`src/rtl/mem_stage.sv`:
```
// Memory-access stage: launches loads/stores over a req/ack handshake, formats load
// data, and registers the write-back operands. Stalls upstream while an access is open.
module mem_stage #(
  parameter int MAX_WAIT = 16
) (
  input  logic        clk,
  input  logic        rst_n,
  input  logic        in_valid,
  input  logic [31:0] in_pc4,
  input  logic [31:0] in_alu_result,
  input  logic [31:0] in_rs2_data,
  input  logic        in_mem_read,
  input  logic        in_mem_write,
  input  logic [2:0]  in_funct3,
  input  logic [1:0]  in_mem_to_reg,
  input  logic [4:0]  in_rd,
  input  logic        in_reg_write,
  output logic        stall,
  output logic        dmem_req,
  output logic        dmem_we,
  output logic [31:0] dmem_addr,
  output logic [31:0] dmem_wdata,
  output logic [3:0]  dmem_be,
  input  logic        dmem_ack,
  input  logic [31:0] dmem_rdata,
  output logic        out_valid,
  output logic [31:0] out_pc4,
  output logic [31:0] out_alu_result,
  output logic [31:0] out_mem_data,
  output logic [1:0]  out_mem_to_reg,
  output logic [4:0]  out_rd,
  output logic        out_reg_write,
  output logic        out_misaligned,
  output logic        out_timeout
);
  typedef enum logic {IDLE, BUSY} state_t;

  state_t      state, state_nxt;
  logic [7:0]  cnt;
  logic [31:0] l_pc4, l_alu;
  logic [1:0]  l_m2r;
  logic [4:0]  l_rd;
  logic        l_rw, l_we;
  logic [2:0]  l_f3;

  logic        mem_op, fault, launch, expire;
  logic [1:0]  off;
  logic [3:0]  be;
  logic [31:0] wdata, load_data;
  logic [7:0]  ld_byte;
  logic [15:0] ld_half;

  assign mem_op = in_valid & (in_mem_read | in_mem_write);
  assign off    = in_alu_result[1:0];

  always_comb begin
    fault = 1'b0;
    case (in_funct3)
      3'b000:         fault = 1'b0;
      3'b001:         fault = off[0];
      3'b010:         fault = (off != 2'b00);
      3'b100:         fault = in_mem_write;
      3'b101:         fault = in_mem_write | off[0];
      default:        fault = 1'b1;
    endcase
  end

  always_comb begin
    be    = 4'b1111;
    wdata = in_rs2_data;
    if (in_mem_write) begin
      case (in_funct3[1:0])
        2'b00: begin be = 4'b0001 << off; wdata = {4{in_rs2_data[7:0]}};  end
        2'b01: begin be = 4'b0011 << off; wdata = {2{in_rs2_data[15:0]}}; end
        default: ;
      endcase
    end
  end

  // Load formatting uses the latched address since inputs are not trusted in BUSY.
  always_comb begin
    ld_byte = dmem_rdata[8*l_alu[1:0] +: 8];
    ld_half = dmem_rdata[16*l_alu[1] +: 16];
    case (l_f3)
      3'b000:  load_data = {{24{ld_byte[7]}}, ld_byte};
      3'b001:  load_data = {{16{ld_half[15]}}, ld_half};
      3'b100:  load_data = {24'd0, ld_byte};
      3'b101:  load_data = {16'd0, ld_half};
      default: load_data = dmem_rdata;
    endcase
  end

  assign launch = (state == IDLE) & mem_op & ~fault;
  assign expire = (state == BUSY) & ~dmem_ack & (cnt == 8'(MAX_WAIT - 1));
  assign stall  = launch | ((state == BUSY) & ~dmem_ack & ~expire);

  always_ff @(posedge clk or negedge rst_n) begin
    if (!rst_n) state <= IDLE;
    else        state <= state_nxt;
  end

  always_comb begin
    state_nxt = state;
    case (state)
      IDLE:    if (launch) state_nxt = BUSY;
      BUSY:    if (dmem_ack | expire) state_nxt = IDLE;
      default: state_nxt = IDLE;
    endcase
  end

  always_ff @(posedge clk or negedge rst_n) begin
    if (!rst_n) begin
      cnt <= '0;
      {l_pc4, l_alu, l_m2r, l_rd, l_rw, l_we, l_f3} <= '0;
      {dmem_req, dmem_we, dmem_addr, dmem_wdata, dmem_be} <= '0;
      {out_valid, out_pc4, out_alu_result, out_mem_data, out_mem_to_reg} <= '0;
      {out_rd, out_reg_write, out_misaligned, out_timeout} <= '0;
    end else if (state == IDLE) begin
      cnt <= '0;
      if (launch) begin
        l_pc4 <= in_pc4;  l_alu <= in_alu_result; l_m2r <= in_mem_to_reg;
        l_rd  <= in_rd;   l_rw  <= in_reg_write;  l_we  <= in_mem_write;
        l_f3  <= in_funct3;
        dmem_req   <= 1'b1;
        dmem_we    <= in_mem_write;
        dmem_addr  <= {in_alu_result[31:2], 2'b00};
        dmem_be    <= be;
        dmem_wdata <= wdata;
        out_valid  <= 1'b0;
      end else if (in_valid) begin
        // Any memory op reaching here is a faulting one.
        out_valid      <= 1'b1;
        out_pc4        <= in_pc4;
        out_alu_result <= in_alu_result;
        out_mem_to_reg <= in_mem_to_reg;
        out_rd         <= in_rd;
        out_mem_data   <= '0;
        out_reg_write  <= in_reg_write & ~mem_op;
        out_misaligned <= mem_op;
        out_timeout    <= 1'b0;
      end else begin
        out_valid <= 1'b0;
      end
    end else if (dmem_ack | expire) begin
      cnt            <= '0;
      dmem_req       <= 1'b0;
      out_valid      <= 1'b1;
      out_pc4        <= l_pc4;
      out_alu_result <= l_alu;
      out_mem_to_reg <= l_m2r;
      out_rd         <= l_rd;
      out_reg_write  <= l_rw & ~expire;
      out_mem_data   <= (dmem_ack & ~l_we) ? load_data : 32'd0;
      out_misaligned <= 1'b0;
      out_timeout    <= expire;
    end else begin
      cnt       <= cnt + 8'd1;
      out_valid <= 1'b0;
    end
  end
endmodule

```
`config.mk`:
```
export PLATFORM = sky130hd
export DESIGN_NAME = mem_stage
export DESIGN_NICKNAME = d
export VERILOG_FILES = /design/src/rtl/mem_stage.sv
export SDC_FILE = /design/constraint.sdc
export NUM_CORES = 1
export LEC_CHECK = 0
export CORE_MARGIN = 5
export CORE_UTILIZATION = 51
export CTS_BUF_LIST = sky130_fd_sc_hd__clkbuf_8
export CTS_CLUSTER_SIZE = 14
export DETAILED_ROUTE_END_ITERATION = 10
export PLACE_DENSITY = 0.86
export SLEW_MARGIN = 10
export SYNTH_ARGS = -nofsm -noshare
export SYNTH_HDL_FRONTEND = slang
export SYNTH_SLANG_ARGS = --single-unit
```
`constraint.sdc`:
```
create_clock -name clk -period 6.8 [get_ports clk]
set_input_delay 1.7 -clock clk [delete_from_list [all_inputs] [get_ports clk]]
set_output_delay 1.7 -clock clk [all_outputs]
set_load 0.005 [all_outputs]
```
---- After elaboration in Yosys (flattened, before gate mapping) ----
Index checks and enable logic that the tools add are counted.
word-level totals
  bits in registers ....................... 259
  logic and storage cells ................. 116
  bits of input ports ..................... 145
  output and inout bits ................... 178
operators by class
  $add $sub $neg .......................... 1
  reductions and logical operators ........ 9
  shifts and indexed selects .............. 4
  equal/unequal tests ..................... 11
  bitwise logic cells ..................... 19
  mux-type cells .......................... 50
operator list
  kind                 number
  $mux 32              14
  $pmux 32 s4          1
  $pmux 32 s2          1
  $shiftx 32x6->16     1
  $shiftx 32x6->8      1
  $mux 1               20
  $mux 5               4
  $mux 8               2
  $eq 3x3->1 const B   4
  $and 1x1->1          9
  $add 8x1->8 const B  1
  $eq 8x4->1 const B   1
  $mux 2               4
  $pmux 4 s2           1
  $eq 3x1->1 const B   2
  $logic_not 3->1      2
  $not 1->1            6
  $reduce_bool 2->1    3
  $pmux 1 s5           1
  $mux 4               1
  $or 1x1->1           4
  $reduce_and 2->1     2
  $shl 1x2->4 const A  1
  $shl 2x2->4 const A  1
  other kinds (7)      7

---- Logic depth before layout (Yosys ltp) ----
  depth in word-level cells ............... 7
  mapped depth ............................ 9
  mapped depth without buffers ............ 6

---- Worst setup path after synthesis ----
No wires, ideal clock.
  kind .................................... input to output
  from .................................... in in_funct3[0]
  to ...................................... out stall
  path buffers ............................ 3
  arrival time ............................ 2912 ps
  stages .................................. 7
  setup slack ............................. 2188 ps
  required time ........................... 5100 ps
  path through ............................ clkbuf_1 o21a_1 o22ai_1 nand2_1 buf_2 clkbuf_1 nand2_1
between the ends
  word-level cells in the longest chain between the ends .. 5
  elaborated cells on any way between the ends .. 9
  those cells by class .................... 4 x eq/ne; 1 x mux; 3 x bitwise; 1 x reduce/logical
ends and longest elaborated chain
  item                                line  RTL
  start, declared                     14    input logic [2:0] in_funct3,
  $eq 3x3->1 (tied with other cells)  58    case (in_funct3)
  $pmux 1 s5 *                        58
  $not 1->1 *                         93    assign launch = (state == IDLE) & mem_op & ~fault;
  $and 1x1->1 *                       93
  $or 1x1->1 *                        95    assign stall = launch | ((state == BUSY) & ~dmem_ack & ~expire);
  end, declared                       18    output logic stall,
Mark *: on every way between the ends. The rest lies on a longest branch, timed or not.

---- Worst setup path after layout ----
  from .................................... in in_funct3[1]
  to ...................................... out stall
Same word-level chain as after synthesis.

==> impl_results.md <==
* Worst R2R End: out_alu_result[7]$_DFFE_PN0P_
* Worst Path Arrival at 3.77 ns
* PostCTS Resize Cnt at 0
* Final min period at 5.47 ns
* CTS H-tree lvls at 2
* IO Port Bufs at 320
* Ports at 323
* Total GRT Usage at 22.9%
* Clk pwr share at 28.8%
* Register area share after synthesis at roughly 54%
* Crit end category: output pin
* Synth Cell Area at 10,600 um2
* Syn Inst Count at 800
* Clk_lat worst skew at 0.52 ns
* Grt total ovfl at 0
* Die width at about 150 um
* Fin Hold WS at 0.464 ns
* Clock Tree Root: clkbuf_8
* Setup TNS at 0 ns
* # diodes at 0
* Register clock-pin slew on the reported worst setup and hold paths at around 0.05 ns
* Largest net degree at the start of global routing at 127
* Final ANT Viol Nets at 0
* Drc violations at 0
* Number of global-route vias before repair at roughly 8,100
* Clock sinks at 229
* Avg Cell Area, Syn at 13.2 um2
* Beginning of the worst register-to-register path: cnt[4]$_DFF_PN0_
* Placeable Area at approximately 20,000 um2
* Max-cap viol count at 0
* CTS tree: done
* CTS Hold Bufs at 0
* Hold_sp: cnt[0]$_DFF_PN0_
* Startpoint Class: primary input
* TritonCTS Buffers at 40
* Area grow syn2layout at 37.6%
* Clk_skew at 0.0116 ns
* Setup slack, reg-to-reg at 3.73 ns
* Worst hold stages at 1
* Post-DP HPWL at around 19,000 um
* Via/cell ratio at 5.49
* Crit share post-route at 80.5%
* Die Y at around 150 um
* Routed Wire Length at 27,800 um
* Slew Limit Fails at 0
* Post-synth top flop: dfrtp_1
* Via Count at roughly 7,600
* Fmax at between 0.15 and 0.2 GHz
* Sequential share of power at a little over two fifths
* CP Class: primary input to output pin
* # setup viols final at 0
* Worst Tran Pin Value at between 1 and 1.5 ns
* Initial DRC count at 450
* Initial antenna violation count at 0
* CP max FO at 10
* R2R depth at 6
* Setup Fix Bufs, Post-CTS at 0
* Row count at 52
* Router iterations before antenna repair at 4
* Hold endpoint: cnt[0]$_DFF_PN0_
* Rel. slew slack at 28.2%
* Bufs on Longest Clock Path at 3
* RSZ-0062 raised after global routing: false
* Combinational fraction of design power at 28.8%
* Leak at between 6 and 7 nW
* Switching share of power at 27.1%
* Gpl congestion at 0.827
* Worst VDD drop at 0.000209 V
* Status: completed
* Power per standard cell area at 309 nW/um2
* Layout cells sized above 1 at 27.3%
* FF+latch count, synth at 229
* Die area at around 24,000 um2
* P_sw at 0.00122 W
* YS warnings at 0
* Distinct cell type count after synthesis at 49
* # nets final at 1,230
* Final hold vios at 0
* Initial Utilization at 52.0%
* Avg WL per Cell at roughly 20 um
* FFs w/ async S/R, synth at between 90% and 100%
* Internal at 0.00327 W
* First-pass GRT wire length at ~44,000 um
* EDFF count, synth at 0
* Worst hold-check path type: flip-flop to flip-flop
* CP required at 5.10 ns
## cell usage in the layout, fill, tap and decap left out, types with 2 or more instances in the layout
| master | instances |
|---|---|
| a21o_1 | 2 |
| buf_12 | 2 |
| a221o_1 | 17 |
| xnor2_1 | 3 |
| o32ai_1 | 12 |
| nand3b_1 | 3 |
| buf_4 | 6 |
| nor2b_1 | 3 |
| nor2_1 | 28 |
| xor2_1 | 3 |
| a21oi_1 | 11 |
| o21a_1 | 4 |
| clkinv_2 | 4 |
| a32o_1 | 2 |
| inv_1 | 26 |
| a2bb2oi_1 | 9 |
| nor3_1 | 5 |
| dfrtp_1 | 228 |
| nand3_1 | 2 |
| bufinv_16 | 2 |
| clkdlybuf4s50_1 | 319 |
| nand2b_1 | 6 |
| and3_1 | 2 |
| o21ai_0 | 59 |
| a22o_1 | 9 |
| o22ai_1 | 9 |
| mux2i_1 | 23 |
| conb_1 | 2 |
| o2bb2ai_1 | 2 |
| nand2_1 | 8 |
| mux2_2 | 231 |
| clkbuf_8 | 49 |
## power groups by stage
stage                     logic [W]  clock network [W]  registers, W
final                       0.00129            0.00129       0.00190
after global routing        0.00139            0.00140       0.00195
after CTS                   0.00131            0.00134       0.00190
after detailed placement    0.00130                  0       0.00192
after global placement      0.00127                  0       0.00190
after floorplan            0.000620                  0       0.00188
## critical path, stage by stage
cell and delay [ns]:
clkdlybuf4s50_1 0.59, o21a_1 0.27, nor3_1 0.51, nand2_4 0.08, nand2_1 0.10, clkdlybuf4s50_1 0.51
## cell families after synthesis
group / Yosys count / share of synthesized area, %
flops: 229 / 54.3
buf+inv: 100 / 5.48
mux: 255 / 27.1
other cells: 1 / 0.0355
xor+xnor: 6 / 0.498
simple gates: 64 / 2.93
compound gates: 144 / 9.57
fa+ha+maj: 1 / 0.119
## cells in the mapped netlist (2+ instances only)
| cell type | instances | share of area, % |
|---|---|---|
| mux2_2 | 231 | 25 |
| dfrtp_1 | 229 | 54 |
| o21ai_0 | 59 | 2.8 |
| buf_4 | 32 | 2.3 |
| clkbuf_1 | 28 | 1.0 |
| nor2_1 | 28 | 1.0 |
| mux2i_1 | 23 | 2.2 |
| a221o_1 | 17 | 1.6 |
| buf_2 | 16 | 0.76 |
| o32ai_1 | 12 | 1.0 |
| a21oi_1 | 11 | 0.52 |
| inv_1 | 11 | 0.39 |
| a22o_1 | 9 | 0.75 |
| a2bb2oi_1 | 9 | 0.75 |
| nand2_1 | 9 | 0.32 |
| o22ai_1 | 9 | 0.53 |
| buf_6 | 8 | 0.85 |
| nand2b_1 | 6 | 0.36 |
| nor3_1 | 5 | 0.24 |
| o21a_1 | 4 | 0.28 |
| buf_1 | 3 | 0.11 |
| nand3b_1 | 3 | 0.21 |
| nor2b_1 | 3 | 0.18 |
| xnor2_1 | 3 | 0.25 |
| xor2_1 | 3 | 0.25 |
| a21o_1 | 2 | 0.14 |
| a32o_1 | 2 | 0.19 |
| and3_1 | 2 | 0.12 |
| nand3_1 | 2 | 0.095 |
| o2bb2ai_1 | 2 | 0.17 |
## per-layer routing
metal  up-vias  track usage [%]  part of all wire, %  wire, um
li1       3478                -                    -         -
met1      3797             28.0                   40     11100
met2       276             38.0                   49     13500
met3        60             7.90                  8.1      2250
met4         0             8.37                  3.4       937
met5         -                0                    0         0
## final cells by class
class | count | area (um2)
fillers | 1441 | 5780
multi-input cells | 472 | 4250
inverters | 13 | 51.3
flip-flops and latches | 229 | 5730
well taps | 270 | 338
repair buffers | 328 | 3290
clock inverters | 25 | 173
clock buffers | 49 | 674
## worst max-delay path by stage
stage               cells past startpoint    startpoint    end
CTS                                     6  in_funct3[1]  stall
floorplan                               7  in_funct3[0]  stall
global placement                        6  in_funct3[1]  stall
finish                                  6  in_funct3[1]  stall
detailed placement                      6  in_funct3[1]  stall
global route                            6  in_mem_write  stall
## per-stage QoR
stage / setup WS (ns) / total power, W / instance area, um2 / std cells / utilization (%)
2_1_floorplan: 2.19 / 0.00250 / 10600 / 801 / -
3_3_place_gp: 1.46 / 0.00318 / 13700 / 1312 / 67.3
3_5_place_dp: 1.38 / 0.00322 / 13700 / 1312 / 67.3
4_1_cts: 1.38 / 0.00455 / 14500 / 1386 / 71.5
5_1_grt: 1.15 / 0.00474 / 14500 / 1386 / 71.5
6_report: 1.33 / 0.00449 / 14500 / 1386 / 71.5
Power figures use the tool's default switching activity.
